===== config.mk =====
export PLATFORM = sky130hd
export DESIGN_NAME = vote_round_controller
export DESIGN_NICKNAME = d
export VERILOG_FILES = /design/src/rtl/vote_round_controller.sv
export SDC_FILE = /design/constraint.sdc
export NUM_CORES = 1
export LEC_CHECK = 0
export CAP_MARGIN = 5
export CORE_AREA = 10 10 47 49
export DETAILED_ROUTE_END_ITERATION = 16
export DIE_AREA = 0 0 57 59
export PLACE_DENSITY = 0.69
export SETUP_SLACK_MARGIN = 0.1
export SLEW_MARGIN = 40
export SYNTH_ARGS = -nofsm -noshare
export SYNTH_HDL_FRONTEND = slang
export SYNTH_SLANG_ARGS = --single-unit

===== constraint.sdc =====
create_clock -name clk -period 1.6 [get_ports clk]
set_input_delay 0.24 -clock clk [delete_from_list [all_inputs] [get_ports clk]]
set_output_delay 0.24 -clock clk [all_outputs]
set_load 0.05 [all_outputs]

===== src/rtl/vote_round_controller.sv =====
`default_nettype none
// vote_round_controller: gathers one vote per voter each round and presents the 2-of-3 majority
// on a val/rdy port. Define VOTE_ROUND_TIMEOUT_EN to close incomplete rounds after p_timeout cycles.
module vote_round_controller #(
  parameter int p_timeout = 8
) (
  input  logic       clk,
  input  logic       reset,
  input  logic [2:0] vote_val,
  input  logic [2:0] vote_bit,
  output logic [2:0] vote_rdy,
  output logic       result_val,
  output logic       result,
  input  logic       result_rdy,
  output logic       result_timeout
);

  localparam logic [0:0] ST_COLLECT = 1'b0;
  localparam logic [0:0] ST_RESULT  = 1'b1;

  logic [0:0] state_q, state_d;
  logic [2:0] rcvd_q, rcvd_d;
  logic [2:0] vbits_q, vbits_d;
  logic       result_q, result_d;
  logic [2:0] fire;
  logic [2:0] merged_rcvd;
  logic [2:0] merged_bits;

  function automatic logic maj3(input logic [2:0] b);
    return (b[0] & b[1]) | (b[1] & b[2]) | (b[0] & b[2]);
  endfunction

  assign vote_rdy    = (state_q == ST_COLLECT) ? ~rcvd_q : 3'b000;
  assign result_val  = (state_q == ST_RESULT);
  assign result      = result_q;
  assign fire        = vote_val & vote_rdy;
  assign merged_rcvd = rcvd_q | fire;
  // Unreceived positions stay 0 in vbits, so a timed-out round counts missing votes as 0.
  assign merged_bits = (vbits_q & ~fire) | (vote_bit & fire);

`ifdef VOTE_ROUND_TIMEOUT_EN
  localparam logic [3:0] TIMEOUT_CNT = 4'(p_timeout);

  logic [3:0] cnt_q, cnt_d;
  logic       timeout_q, timeout_d;

  assign result_timeout = timeout_q;
`else
  logic unused_cfg;
  assign unused_cfg     = (p_timeout > 0);
  assign result_timeout = 1'b0;
`endif

  always_comb begin
    state_d  = state_q;
    rcvd_d   = rcvd_q;
    vbits_d  = vbits_q;
    result_d = result_q;
`ifdef VOTE_ROUND_TIMEOUT_EN
    cnt_d     = cnt_q;
    timeout_d = timeout_q;
`endif
    case (state_q)
      ST_COLLECT: begin
        rcvd_d  = merged_rcvd;
        vbits_d = merged_bits;
`ifdef VOTE_ROUND_TIMEOUT_EN
        // cnt stays 0 until the round's first vote, so an idle round never times out.
        if (cnt_q != 4'd0) begin
          cnt_d = cnt_q + 4'd1;
        end else if (|fire) begin
          cnt_d = 4'd1;
        end
`endif
        if (merged_rcvd == 3'b111) begin
          result_d = maj3(merged_bits);
          state_d  = ST_RESULT;
`ifdef VOTE_ROUND_TIMEOUT_EN
          timeout_d = 1'b0;
`endif
        end
`ifdef VOTE_ROUND_TIMEOUT_EN
        else if (cnt_q == TIMEOUT_CNT) begin
          result_d  = maj3(merged_bits);
          timeout_d = 1'b1;
          state_d   = ST_RESULT;
        end
`endif
      end
      default: begin
        if (result_rdy) begin
          state_d = ST_COLLECT;
          rcvd_d  = 3'b000;
          vbits_d = 3'b000;
`ifdef VOTE_ROUND_TIMEOUT_EN
          cnt_d = 4'd0;
`endif
        end
      end
    endcase
  end

  always_ff @(posedge clk or negedge reset) begin
    if (!reset) begin
      state_q  <= ST_COLLECT;
      rcvd_q   <= 3'b000;
      vbits_q  <= 3'b000;
      result_q <= 1'b0;
`ifdef VOTE_ROUND_TIMEOUT_EN
      cnt_q     <= 4'd0;
      timeout_q <= 1'b0;
`endif
    end else begin
      state_q  <= state_d;
      rcvd_q   <= rcvd_d;
      vbits_q  <= vbits_d;
      result_q <= result_d;
`ifdef VOTE_ROUND_TIMEOUT_EN
      cnt_q     <= cnt_d;
      timeout_q <= timeout_d;
`endif
    end
  end

endmodule
`default_nettype wire


==> results.sh, run 1 <==
export IMPL_status="completed"
export IMPL_first_global_vias=369
export IMPL_crit_chain="buf_12 > nor3b_4 > mux2i_2 > maj3_2 > mux2i_1"
export IMPL_cap_violations=0
export IMPL_initialDrtViolationCount=2
export IMPL_via_per_inst=4.83
export IMPL_crit_path_top_delay_cell="dfrtp_2"
export IMPL_fin_crit_sh_pct=90.8
export IMPL_power_frac_seq_pct=25.2
export IMPL_cts_tree="done"
export IMPL_clkTransAtPathRegs_ps=60
export IMPL_synth_area_per_cell_sq_um=10.3
export IMPL_grt_max_degree=10
export IMPL_cp_end_kind="flip-flop"
export IMPL_endpoint="result"
export IMPL_layout_drive_gt1_share_pct=45.2
export IMPL_ys_seq_elements=8
export IMPL_rsz0062_at_grt="true"
export IMPL_ff2ff_setup_slack_ps=150
export IMPL_drc=0
export IMPL_cp_required_ps=1750
export IMPL_cts_root_buffer_cell="clkbuf_4"
export IMPL_gr_total_overflow=0
export IMPL_r2r_cells=5
export IMPL_crit_fanout=9
export IMPL_start_util_pct=30.2
export IMPL_finalClockSkew_ps=4.54
export IMPL_gp_congestion=0.673
export IMPL_numCtsBuffers=3
export IMPL_vdd_drop_max_mv=1.12
export IMPL_drv_slew=0
export IMPL_dr_pass1_iters=2
export IMPL_fp_dieH_microns=59
export IMPL_syn_inst=41
export IMPL_ys_types=17
export IMPL_postRouteAntennaNets=0
export IMPL_hpwlAfterDp_microns=722
export IMPL_combinationalPowerShare_pct=64.0
export IMPL_p_int_w=0.000921
export IMPL_syn_area_sq_um=423
export IMPL_cts_buffer_depth=2
export IMPL_syn_num_nets=50
export IMPL_fmax_mhz=688
export IMPL_core_sq_um=1400
export IMPL_num_nets_final=72
export IMPL_grtUsageTotal_pct=6.46
export IMPL_row_count=14
export IMPL_htree_levels=1
export IMPL_setup_viol=0
export IMPL_dieArea_sq_um=3360
export IMPL_power_w=0.00163
export IMPL_clockPowerShare_pct=10.8
export IMPL_max_stage_delay_ps=430
export IMPL_cp_start_kind="flip-flop"
export IMPL_port_buffers=13
export IMPL_p_sw_w=0.000713
export IMPL_whs_ps=250
export IMPL_hold_viol=0
export IMPL_ctsHoldBuffers=0
export IMPL_worstHoldPathType="in2async"
export IMPL_yosysWarnings=0
export IMPL_fin_crit_ps=1450
export IMPL_crit_start="result_val"
export IMPL_worst_skew_pair_late_latency_ps=270
export IMPL_wl_per_cell_microns=13.9
export IMPL_vias=377
export IMPL_leakagePower_nw=0.304
export IMPL_reg2reg_to="result"
export IMPL_r2r_start="result_val"
export IMPL_area_growth_syn_to_layout_pct=71.9
export IMPL_power_density_nw_per_um2=2250
export IMPL_arrival_ps=1600
export IMPL_path_class="reg2reg"
export IMPL_ios=15
export IMPL_p_sw_share_pct=43.6
export IMPL_yosysSeqAreaShare_pct=47.3
export IMPL_chipWidth_microns=57
export IMPL_antenna_found_initial=0
export IMPL_grt_pass1_wl_microns=1610
export IMPL_drt_total_wl_microns=1090
export IMPL_clock_sinks=8
export IMPL_num_antenna_cells=0
[power by group through the flow]
| stage | Combinational, W | Sequential [W] | Clock [W] |
|---|---|---|---|
| floorplan | 0.000490 | 0.000462 | 0 |
| global placement | 0.000805 | 0.000441 | 0 |
| detailed placement | 0.000815 | 0.000448 | 0 |
| CTS | 0.000958 | 0.000399 | 0.000184 |
| global route | 0.00111 | 0.000426 | 0.000195 |
| finish | 0.00105 | 0.000411 | 0.000176 |
[repair_timing]
action,in CTS,in global routing
setup endpoints to repair,3,1
pin swaps,0,2
gates resized for setup,0,4
buffers inserted,3,3
[cell type report]
cell class              count  area [sq um]
repair buffers             20           233
clock buffers               4          26.3
flip-flops and latches      8           201
well taps                  16          20.0
inverters                   4          20.0
fillers                   132           674
multi-input cells          26           226
[logic make-up (layout without fill, tap and decap cells)]
group           count (synthesis)  count (layout)  share of synthesized area, %
fa+ha+maj                       1               1                          2.66
buf+inv                         7              28                          9.17
other cells                     1               1                         0.887
flops                           8               8                          47.3
compound gates                  8               8                          11.8
simple gates                   12              12                          18.6
mux                             4               4                          9.47
[critical path: cells and delay by family (launching register included)]
kind / cells / cell delay, ps
fa+ha+maj: 1 / 210
buf+inv: 1 / 150
mux: 2 / 340
simple gates: 1 / 200
flops: 1 / 430
[synthesized netlist by cell type]
cell type	instances	area (sq um)
o21ai_0	1	5.00
inv_1	3	11.3
buf_4	1	7.51
nor3b_2	3	37.5
nor2_1	5	18.8
a21oi_1	1	5.00
clkbuf_1	1	3.75
buf_6	1	11.3
clkinv_2	1	5.00
mux2i_1	4	40.0
maj3_2	1	11.3
conb_1	1	3.75
or4_4	1	11.3
a21oi_2	1	8.76
nand2_1	3	11.3
o22ai_1	5	31.3
dfrtp_1	8	200
[stage by stage]
step           cells  setup slack (ps)  TNS (ps)  instance area (sq um)  utilization, %
3_5_place_dp      68             -6.45     -6.45                    623            44.5
3_3_place_gp      68             -15.1     -15.1                    623            44.5
2_1_floorplan     41              84.1         0                    452               -
4_1_cts           75               130         0                    684            48.8
5_1_grt           78              41.9         0                    727            51.9
6_report          78               147         0                    727            51.9
[how the worst min path moves through the flow]
stage,to,depth (start not counted),startpoint
final,vbits_q[1],1,reset
after global routing,vbits_q[1],1,reset
after CTS,vbits_q[1],1,reset
after detailed placement,result,2,result
after global placement,result,2,result
after floorplan,rcvd_q[0],0,reset
[cells in the final DEF, fill, tap and decap left out, drive strengths merged]
cell type,netlist,routed
buf,2,12
clkdlybuf4s50,0,8
dfrtp,8,8
o22ai,5,5
nor2,5,5
clkbuf,1,4
mux2i,4,4
inv,3,3
nand2,3,3
nor3b,3,3
a21oi,2,2
clkinv,1,1
or4,1,1
o21ai,1,1
maj3,1,1
conb,1,1
[per-layer routing]
layer,vias to the layer above,global-route usage [%],part of all wire [%]
li1,181,-,-
met1,179,5.03,36
met2,14,10.9,52
met3,3,4.08,8.8
met4,0,6.04,2.6
met5,-,0,0
[registers in the layout, summed over array words and instances, names as in the netlist]
register    cells
rcvd_q          3
result_val      1
vbits_q         3
result          1
(Power assumes the default switching activity.)
==> run 2, diff against run 1 <==
CORE_AREA = default   (was 10 10 47 49)
CORE_MARGIN = 10   (was default)
CORE_UTILIZATION = 30   (was default)
DIE_AREA = default   (was 0 0 57 59)
GPL_TIMING_DRIVEN = 0   (was default)
PLACE_DENSITY = 0.66   (was 0.69)
==> run 2 against run 1 <==
Compared with the run above: combinational power decreased by 16%; wire length down 9.4%; cell area shrank 7.7%; via count shrank 4.5%; largest power group unchanged; highest routed layer unchanged.
==> results.sh, run 2 (same netlist as run 1, synthesis figures left out) <==
export IMPL_gp_congestion=0.680
export IMPL_area_growth_syn_to_layout_pct=58.6
export IMPL_core_sq_um=1320
export IMPL_rsz0062_at_grt="true"
export IMPL_use_met3_pct=3.54
export IMPL_whs_ps=264
export IMPL_antenna_found_initial=0
export IMPL_layout_commonest_cell="clkdlybuf4s50_1"
export IMPL_postRouteAntennaNets=0
export IMPL_hpwlAfterDp_microns=760
export IMPL_instances_no_fill=74
export IMPL_fp_dieH_microns=57.5
export IMPL_port_buffers=13
export IMPL_ios=15
export IMPL_dr_pass1_iters=2
export IMPL_cts_tree="done"
export IMPL_row_count=13
export IMPL_crit_top_cell="buf_8"
export IMPL_dp_cells=69
export IMPL_cp_start_kind="flip-flop"
export IMPL_cap_violations=0
export IMPL_crit_path_top_delay_cell="dfrtp_2"
export IMPL_wl_per_cell_microns=13.3
export IMPL_hold_viol=0
export IMPL_clock_sinks=8
export IMPL_vdd_drop_max_mv=0.715
export IMPL_cp_required_ps=1360
export IMPL_worst_skew_pair_late_latency_ps=260
export IMPL_fin_crit_sh_pct=90.8
export IMPL_start_util_pct=32.1
export IMPL_fin_ws_ps=146
export IMPL_layout_drive_gt1_share_pct=35.6
export IMPL_crit_fanout=8
export IMPL_power_density_nw_per_um2=2150
export IMPL_via_per_inst=4.86
export IMPL_grt_max_degree=11
export IMPL_gr_usage_met1_pct=6.20
export IMPL_num_antenna_cells=0
export IMPL_max_stage_delay_ps=410
export IMPL_mostFrequentLayoutCells="8 x clkdlybuf4s50_1, 7 x dfrtp_1, 5 x o22ai_1, 4 x buf_8, 4 x mux2i_1"
export IMPL_fin_crit_ps=1450
export IMPL_ff2ff_setup_slack_ps=170
export IMPL_path_class="reg2out"
export IMPL_grt_pass1_wl_microns=1570
export IMPL_fmax_mhz=688
export IMPL_cp_end_kind="output pin"
export IMPL_worstHoldPathType="in2async"
export IMPL_clkTransAtPathRegs_ps=60
export IMPL_fillers=130
export IMPL_arrival_ps=1210
export IMPL_top_regs="rcvd_q: 3 flops, vbits_q: 3 flops"
export IMPL_num_nets_final=69
export IMPL_r2r_start="result_val"
export IMPL_cts_root_buffer_cell="clkbuf_4"
export IMPL_finalClockSkew_ps=2.95
export IMPL_status="completed"
export IMPL_reg2reg_to="result"
export IMPL_drt_total_wl_microns=983
export IMPL_leakagePower_nw=0.283
export IMPL_post_route_util_pct=50.9
export IMPL_numCtsBuffers=3
export IMPL_initialDrtViolationCount=2
export IMPL_dieArea_sq_um=3310
export IMPL_chipWidth_microns=57.5
export IMPL_gr_total_overflow=0
export IMPL_use_met2_pct=8.28
export IMPL_drv_slew=0
export IMPL_drc=0
export IMPL_cts_buffer_depth=2
export IMPL_busiest_layer="met2"
export IMPL_grtUsageTotal_pct=6.34
export IMPL_setup_viol=0
export IMPL_first_global_vias=368
export IMPL_dpl_worst_slack_ps=-365
export IMPL_r2r_cells=5
export IMPL_htree_levels=1
export IMPL_vias=360
export IMPL_crit_chain="buf_8 > clkbuf_16 > nor2_4 > buf_8"
export IMPL_power_w=0.00144
-- run 2: cell types whose count changed in the layout (fill, tap and decap cells not counted), sizes merged --
cell         change
dlygate4sd2      +2
buf              -6
clkbuf           +1
-- run 2: repair_timing --
item / CTS / global route
setup endpoints to repair: 5 / 3
gates cloned: 0 / 0
resized for setup: 25 / 5
hold buffers: 0 / 0
pin swaps: 0 / 2
buffers inserted: 0 / 1
-- run 2: worst max-delay path: cells and delay by family, from the launching register on --
kind,cells,cell delay [ps]
DFF,1,410
buffers and inverters,3,460
and+or+nand+nor,1,80
-- run 2: worst max path at each step --
| stage | startpoint | endpoint | cells after the start |
|---|---|---|---|
| 2_1_floorplan | result_val | result | 5 |
| 3_3_place_gp | result_val | vote_rdy[2] | 4 |
| 3_5_place_dp | result_val | vote_rdy[2] | 4 |
| 4_1_cts | result_val | vote_rdy[2] | 4 |
| 5_1_grt | result_val | vote_rdy[1] | 4 |
| 6_report | result_val | vote_rdy[2] | 4 |
-- run 2: area by class of cell --
cell class | instances | area [sq um] | area share (%)
Buffer | 3 | 47.5 | 7.09
Sequential cell | 8 | 201 | 30.0
Timing Repair Buffer | 14 | 150 | 22.4
Inverter | 4 | 20.0 | 2.99
Clock buffer | 4 | 26.3 | 3.92
Tap cell | 15 | 18.8 | 2.80
Multi-Input combinational cell | 26 | 206 | 30.8
-- run 2: metrics by stage --
stage | cell area, sq um | TNS (ps)
after floorplan | 452 | 0
after CTS | 644 | 0
after global routing | 671 | 0
after detailed placement | 601 | -1070
after global placement | 601 | -1050
final | 671 | 0
-- run 2: power breakdown --
group	internal (W)	total [W]	leakage (nW)	switching, W
Clock	0.0000959	0.000172	0.0150	0.0000760
Sequential	0.000297	0.000387	0.0984	0.0000897
Combinational	0.000397	0.000882	0.170	0.000485
Total	0.000790	0.00144	0.283	0.000651
-- run 2: per-layer routing --
metal	vias to the layer above	wire length [microns]
li1	176	-
met1	169	366
met4	0	42
met2	11	483
met5	-	0
met3	4	92
